### src/rtl/uart_tx_serializer.sv
// UART transmitter: drains bytes from a registered-read FIFO and shifts them out as
// start / data (LSB first) / optional parity / stop bits at a runtime clocks-per-bit rate.
module uart_tx_serializer #(
  parameter int unsigned FREQ_CLK     = 100_000_000,
  parameter int unsigned DATA_WDTH    = 8,
  parameter int unsigned DEFAULT_BAUD = 115200,
  parameter int unsigned PARITY_EN    = 0,
  parameter int unsigned PARITY_ODD   = 0,
  parameter int unsigned STOP_BITS    = 1
) (
  input  logic                 clk,
  input  logic                 resetn,
  input  logic                 fifo_empty_i,
  input  logic [DATA_WDTH-1:0] fifo_rdata_i,
  output logic                 fifo_re_o,
  input  logic                 baud_div_we_i,
  input  logic [15:0]          baud_div_i,
  output logic                 tx_o,
  output logic                 busy_o,
  output logic                 done_o
);

  localparam int unsigned      DIV_W     = 16;
  localparam int unsigned      CNT_W     = $clog2(DATA_WDTH + STOP_BITS) + 1;
  localparam logic [DIV_W-1:0] RESET_DIV = DIV_W'(FREQ_CLK / DEFAULT_BAUD);
  localparam logic [DIV_W-1:0] MIN_DIV   = DIV_W'(2);
  localparam logic [CNT_W-1:0] LAST_DATA = CNT_W'(DATA_WDTH - 1);
  localparam logic [CNT_W-1:0] LAST_STOP = CNT_W'(STOP_BITS - 1);
  localparam logic             PAR_ODD   = 1'(PARITY_ODD);

  typedef enum logic [2:0] {IDLE, FETCH, START, DATA, PARITY, STOP} state_t;

  state_t               state;
  logic [DIV_W-1:0]     div_reg;
  logic [DIV_W-1:0]     div_sh;
  logic [DIV_W-1:0]     tmr;
  logic [CNT_W-1:0]     bit_cnt;
  logic [DATA_WDTH-1:0] shift_reg;
  logic                 par_acc;
  logic                 bit_end;
  logic                 stop_pre;

  assign bit_end  = (tmr == div_sh - DIV_W'(1));
  // One cycle before the final stop-bit boundary, so done_o lands on the last frame cycle
  assign stop_pre = (tmr == div_sh - MIN_DIV) && (bit_cnt == LAST_STOP);

  // Runtime divisor; values below 2 clamp to 2
  always_ff @(posedge clk or negedge resetn) begin
    if (!resetn) begin
      div_reg <= RESET_DIV;
    end else if (baud_div_we_i) begin
      div_reg <= (baud_div_i < MIN_DIV) ? MIN_DIV : baud_div_i;
    end
  end

  // Frame sequencer. The IDLE cycle carrying fifo_re_o is decided on the edge entering it,
  // which keeps back-to-back frames to exactly two line-high gap cycles.
  always_ff @(posedge clk or negedge resetn) begin
    if (!resetn) begin
      state     <= IDLE;
      tx_o      <= 1'b1;
      fifo_re_o <= 1'b0;
      busy_o    <= 1'b0;
      done_o    <= 1'b0;
      shift_reg <= '0;
      div_sh    <= RESET_DIV;
      tmr       <= '0;
      bit_cnt   <= '0;
      par_acc   <= 1'b0;
    end else begin
      fifo_re_o <= 1'b0;
      done_o    <= 1'b0;
      tmr       <= tmr + DIV_W'(1);
      case (state)
        IDLE: begin
          tmr    <= '0;
          tx_o   <= 1'b1;
          busy_o <= 1'b0;
          if (fifo_re_o) begin
            busy_o <= 1'b1;
            state  <= FETCH;
          end else begin
            fifo_re_o <= ~fifo_empty_i;
          end
        end
        FETCH: begin
          shift_reg <= fifo_rdata_i;
          div_sh    <= div_reg;
          bit_cnt   <= '0;
          par_acc   <= 1'b0;
          tmr       <= '0;
          tx_o      <= 1'b0;
          state     <= START;
        end
        START: begin
          if (bit_end) begin
            tmr   <= '0;
            tx_o  <= shift_reg[0];
            state <= DATA;
          end
        end
        DATA: begin
          if (bit_end) begin
            tmr       <= '0;
            shift_reg <= shift_reg >> 1;
            par_acc   <= par_acc ^ shift_reg[0];
            if (bit_cnt == LAST_DATA) begin
              bit_cnt <= '0;
              if (PARITY_EN != 0) begin
                tx_o  <= par_acc ^ shift_reg[0] ^ PAR_ODD;
                state <= PARITY;
              end else begin
                tx_o  <= 1'b1;
                state <= STOP;
              end
            end else begin
              bit_cnt <= bit_cnt + CNT_W'(1);
              tx_o    <= shift_reg[1];
            end
          end
        end
        PARITY: begin
          if (bit_end) begin
            tmr   <= '0;
            tx_o  <= 1'b1;
            state <= STOP;
          end
        end
        STOP: begin
          tx_o <= 1'b1;
          if (stop_pre) begin
            done_o <= 1'b1;
          end
          if (bit_end) begin
            tmr <= '0;
            if (bit_cnt == LAST_STOP) begin
              bit_cnt   <= '0;
              busy_o    <= 1'b0;
              fifo_re_o <= ~fifo_empty_i;
              state     <= IDLE;
            end else begin
              bit_cnt <= bit_cnt + CNT_W'(1);
            end
          end
        end
        default: begin
          tx_o  <= 1'b1;
          state <= IDLE;
        end
      endcase
    end
  end

endmodule

### config.mk
export PLATFORM = sky130hd
export DESIGN_NAME = uart_tx_serializer
export DESIGN_NICKNAME = d
export VERILOG_FILES = /design/src/rtl/uart_tx_serializer.sv
export SDC_FILE = /design/constraint.sdc
export NUM_CORES = 1
export LEC_CHECK = 0
export ABC_AREA = 1
export CAP_MARGIN = 20
export CORE_UTILIZATION = 59
export DETAILED_ROUTE_END_ITERATION = 8
export PLACE_DENSITY = 0.89
export SLEW_MARGIN = 25
export SYNTH_ARGS = -nofsm -noshare
export SYNTH_HDL_FRONTEND = slang
export SYNTH_SLANG_ARGS = --single-unit
### constraint.sdc
create_clock -name clk -period 2.8 [get_ports clk]
set_clock_uncertainty 0.15 [all_clocks]
set_input_delay 0.42 -clock clk [delete_from_list [all_inputs] [get_ports clk]]
set_output_delay 0.42 -clock clk [all_outputs]
set_load 0.01 [all_outputs]
* Yosys cells after proc, flatten, opt, wreduce, memory -nomap -nowiden *
Index checks and enable logic that the tools add are counted.

storage, ports and cells
  bits in registers = 68
  latch bits = 0
  bits in writable memories = 0
  bits in read-only memories = 0
  input bits = 28
  word-level logic and storage cells = 77
  memories = 0

cells by class
  add/subtract/negate cells = 4
  multiply operators = 0
  divide/modulo/power cells = 0
  magnitude comparators = 1
  equality and inequality tests = 15
  shifts and indexed selects = 0
  mux-type cells = 33
  bitwise gates (word level) = 1
  reductions and logical operators = 13

operator list
  cell                                                                   number
  16-bit == test                                                         2
  16-bit two-way mux                                                     2
  16-bit case mux with 2 select lines                                    1
  3-bit two-way mux                                                      7
  5-bit two-way mux                                                      4
  3-bit case mux with 6 select lines                                     1
  16-bit by 1-bit adder with 16-bit output, second input constant        1
  16-bit by 2-bit < comparator with 1-bit output, second input constant  1
  8-bit case mux with 2 select lines                                     1
  16-bit by 1-bit subtractor with 16-bit output, second input constant   1
  16-bit by 2-bit subtractor with 16-bit output, second input constant   1
  5-bit case mux with 3 select lines                                     1
  2-bit inequality test, second input constant                           7
  1-bit two-way mux                                                      12
  3-bit AND reduction                                                    3
  8-bit two-way mux                                                      1
  7-bit AND reduction                                                    1
  3-bit by 2-bit == test with 1-bit output, second input constant        2
  3-bit == test, second input constant                                   2
  5-bit by 1-bit adder with 5-bit output, second input constant          1
  5-bit by 3-bit == test with 1-bit output, second input constant        1
  5-bit zero test                                                        1
  1-bit case mux with 2 select lines                                     2
  1-bit case mux with 4 select lines                                     1
  other kinds (9)                                                        10

* Longest topological paths before layout *
  depth in word-level cells = 5
  depth in mapped cells = 16
  gate-level depth less buffers = 15

* Worst setup path after synthesis *
No wires, ideal clock.

  kind = register to register
  from = register div_sh[2]
  to = register shift_reg[5]
  data arrival time = 1964 ps
  setup slack = 564 ps
  cell stages (with the launch flop) = 16
  clock period less this slack = 2236 ps
  cell sequence = dfstp_2 > inv_1 > ha_1 > inv_1 > nor2_2 > nand3_1 > a21oi_1 > nor2_1 > nand2_1 > nor2_2 > nand3_4 > nand2_4 > nand2_4 > buf_6 > nand2_2 > o21ai_2

between the ends
  longest elaborated chain between the ends = 4

ends and longest elaborated chain
  element                                        line  text
  start: declaration                             35    logic [DIV_W-1:0] div_sh;
  start signal: assignment                       88    div_sh <= div_reg;
  16-bit by 1-bit subtractor with 16-bit output  43    assign bit_end = (tmr == div_sh - DIV_W'(1));
  16-bit == test                                 43
  2-bit inequality test (no line)                -
  2-bit AND reduction (no line)                  -
  end signal: assignment                         87    shift_reg <= fifo_rdata_i;
  end signal: assignment                         105   shift_reg <= shift_reg >> 1;
  end: declaration                               38    logic [DATA_WDTH-1:0] shift_reg;

No other way between the ends.
A chain may end at the register's enable or synchronous reset.

* Worst setup path after layout *
  from = register div_sh[1]
  to = register bit_cnt[4]

between the ends
  longest elaborated chain between the ends = 4
  elaborated cells on any way between the ends = 5

ends and longest elaborated chain
  element                                            line  text
  16-bit by 1-bit subtractor with 16-bit output (*)  43
  16-bit == test (*)                                 43
  2-bit inequality test (no line)                    -
  3-bit AND reduction (no line) (*)                  -
  end signal: assignment                             117   bit_cnt <= bit_cnt + CNT_W'(1);
  end signal: assignment                             142   bit_cnt <= bit_cnt + CNT_W'(1);
  end: declaration                                   37    logic [CNT_W-1:0] bit_cnt;

Mark *: on every way between the ends. The rest lies on a longest branch, timed or not.

==> results.yml <==
worst_setup_path:
  critical_path.max_fanout: 8
  crit_chain: "inv_2 > ha_1 > inv_1 > nor2_2 > nand3_1 > nand2_1 > nand3_1 > nor2_1 > nand2_1 > nor2_2 > nand3_4 > nand2_4 > nand2_2 > nand2_1 > o21ai_0"
  worstSetupPathType: "register to register"
  r2r_cells: 15
  critPathRequiredTime_ns: 2.87
  endpoint_kind: "register"
  ff2ff_setup_slack_ns: 0.23
  cp_top_family: "simple AND/OR/NAND/NOR gates"
  worstPathBufferInverterCount: 2
  regToRegStartpoint: "div_sh[1]"
  cp_common_cell: "nand2_1"
  arrival_ns: 2.64
  cp-start-kind: "register"
  crit_path_max_incr_delay_ns: 0.39
  worstReg2RegEnd: "bit_cnt[4]"
  cp_slowest_cell: "dfrtp_1"
global_route:
  grtUsageTotal_pct: 29.08
  grt_max_degree: 36
  use_met1_pct: 35.43
  antenna_found_initial: 0
  grt_most_used_layer: "met2"
  use_met3_pct: 5.429
  overflow: 0
  grt_pass1_vias: 3779
  met2_usage_pct: 50.36
  grt_pass1_wl_mm: 16.82
pwr:
  powerDensity_nw_per_um2: 893.2
  vdd_drop_max_v: 0.0005890
  p_leak_nw: 2.179
yosys:
  netlist_area_um2: 4225
  synth.yosys.seq_area_share_pct: 40.60
  synth_area_leaders: "dfrtp_1 (34%), nand2_1 (14%), dfstp_2 (6.8%), inv_1 (6.0%), o21ai_0 (5.2%)"
  yosysMostFrequentCell: "nand2_1"
  synth_top_area_share_pct: 33.76
  ys_types: 38
  ys_warn_count: 0
  synthFlopType: "dfrtp_1"
  synth_enable_flop_cells: 0
  synth_largest_area_cell: "dfrtp_1"
  synth_nets: 596
  netlist_top_cells_count: "nand2_1 (157), inv_1 (67), dfrtp_1 (57)"
  async_flop_share_pct: 100.0
  ys_seq_elements: 68
  post_synth_inst_count: 563
  avgSynthCellArea_um2: 7.505
route:
  dr.pass1.iters: 5
  vias: 3770
  ant_nets: 0
  route.detailed.drc: 0
  initialDrtViolationCount: 197
  wl_mm: 9.731
  viasPerCell: 5.409
  wl_per_cell_um: 13.96
floorplanning:
  core_area_um2: 6869
  die_w_um: 86.63
  die_y_um: 86.63
  row_count: 30
  io_pins: 32
  initial_utilization_pct: 61.51
  die-area_um2: 7504
cts:
  cts_made_buffers: 9
  clock_sinks: 68
  cts_root_buf: "clkbuf_8"
  tritoncts: "built"
  clock_path_buffers: 2
  worstSkewPairLatency_ns: 0.34
  cts_max_level: 3
  cts.clk_slew.worst_paths_ns: 0.07
  post_cts_buffers: 0
timing:
  hold_viol_final: 0
  fin_crit_sh_pct: 91.72
  fin_setup_tns_ns: 0
  drv_slew: 0
  fmax_mhz: 389.4
  holdWs_ns: 0.3384
  slew_headroom_pct: 51.22
  period_minus_slack_ns: 2.568
  rsz0062_at_grt: "no"
  tightest_slew_ns: 0.7316
  setup_viol: 0
cells_and_area:
  syn2layout_area_growth_pct: 13.92
  num-fill-cells: 581
  post-route-util_pct: 70.07
  antenna_cells: 0
  stdcell_area_um2: 4813
  fin_cells: 697
  layout-drive-gt1-share_pct: 12.48
  final_nets: 630
hold_path:
  hold_depth: 2
  hp-class: "register to register"
  hold_end: "div_reg[9]"
  hp-start: "div_reg[9]"
placed_design:
  place.gp.congestion: 0.9605
  placedCellCount: 680
  dpl.hpwl_mm: 7.350
  io_buffers: 31
  placed_area_um2: 4618
run_status:
  status: "completed"
job:
  drv_cap: 0
==> power breakdown <==
group	total (mW)	switching, mW	internal [mW]
Clock	0.713	0.350	0.363
Sequential	1.56	0.301	1.26
Combinational	2.03	1.31	0.721
Total	4.30	1.96	2.34
==> layout make-up <==
type,instances,area (µm²),area share [%]
repair buffers,36,357.8,7.434
flip-flops and latches,68,1715,35.64
multi-input cells,412,2188,45.46
inverters,70,262.8,5.459
well taps,96,120.1,2.495
clock buffers,13,158.9,3.301
clock inverters,2,10.01,0.2080
==> cells in the final DEF (no fill, tap or decap), types with 2 or more instances in the layout <==
master	n
o21ai_0	44
nand3_1	36
o211ai_1	2
clkdlybuf4s50_1	30
o22ai_1	2
nor2_4	8
inv_2	4
inv_1	66
o21ai_1	2
clkbuf_8	11
mux2i_1	6
a31oi_1	2
nor4_1	3
nand2_1	157
nand4_1	10
dfrtp_1	57
clkinv_2	2
clkbuf_1	2
nor2_1	35
ha_1	5
dfstp_2	11
o21ai_2	7
nand2_4	4
xnor2_1	4
buf_4	3
nand3b_1	2
nor3_1	11
nor2_2	11
a21oi_1	24
xor2_1	21
nand2_2	8
==> cell families (layout without fill, tap and decap cells) <==
family	after synthesis	in the layout	share of synthesized area [%]
DFF	68	68	40.60
xor gates and xnor gates	25	25	5.182
adders and majority gates	5	5	1.481
buffers and inverters	84	121	7.995
muxes	6	6	1.421
AOI/OAI and AO/OA	86	87	11.22
and+or+nand+nor	289	289	32.10
==> per-stage QoR <==
step | worst slack, ns | total power, mW
global route | 0.01131 | 4.659
detailed placement | 0.09319 | 3.545
CTS | 0.08359 | 4.279
floorplan | 0.5641 | 3.088
global placement | 0.2481 | 3.487
finish | 0.2320 | 4.299
==> how the worst max path moves through the flow <==
stage                   start           end  slack [ns]  depth (start not counted)
floorplan           div_sh[2]  shift_reg[5]        0.56                         15
global placement    div_sh[1]      state[2]        0.25                         15
detailed placement  div_sh[1]        tmr[1]        0.09                         13
CTS                 div_sh[1]      state[1]        0.08                         15
global route        div_sh[1]  shift_reg[3]        0.01                         15
finish              div_sh[1]    bit_cnt[4]        0.23                         15
==> per-layer routing <==
| metal | share of wire (%) | wire length (µm) | vias to the layer above |
|---|---|---|---|
| li1 | - | - | 1880 |
| met1 | 44 | 4305 | 1753 |
| met2 | 48 | 4708 | 110 |
| met3 | 4.2 | 412 | 27 |
| met4 | 3.1 | 304 | 0 |
| met5 | 0 | 0 | - |
==> worst register-to-register path, cell delays in order (launching register included) <==
cell and delay, ns:
dfrtp_1 0.39, inv_2 0.10, ha_1 0.20, inv_1 0.13, nor2_2 0.16, nand3_1 0.15, nand2_1 0.10, nand3_1 0.06
nor2_1 0.13, nand2_1 0.09, nor2_2 0.16, nand3_4 0.16, nand2_4 0.15, nand2_2 0.12, nand2_1 0.10, o21ai_0 0.09
==> timing repair <==
item,CTS,global route
hold endpoints to repair,23,0
hold buffers,1,0
setup endpoints to repair,0,27
resized for setup,0,2
No activity file was read; power rests on OpenSTA's default activity.
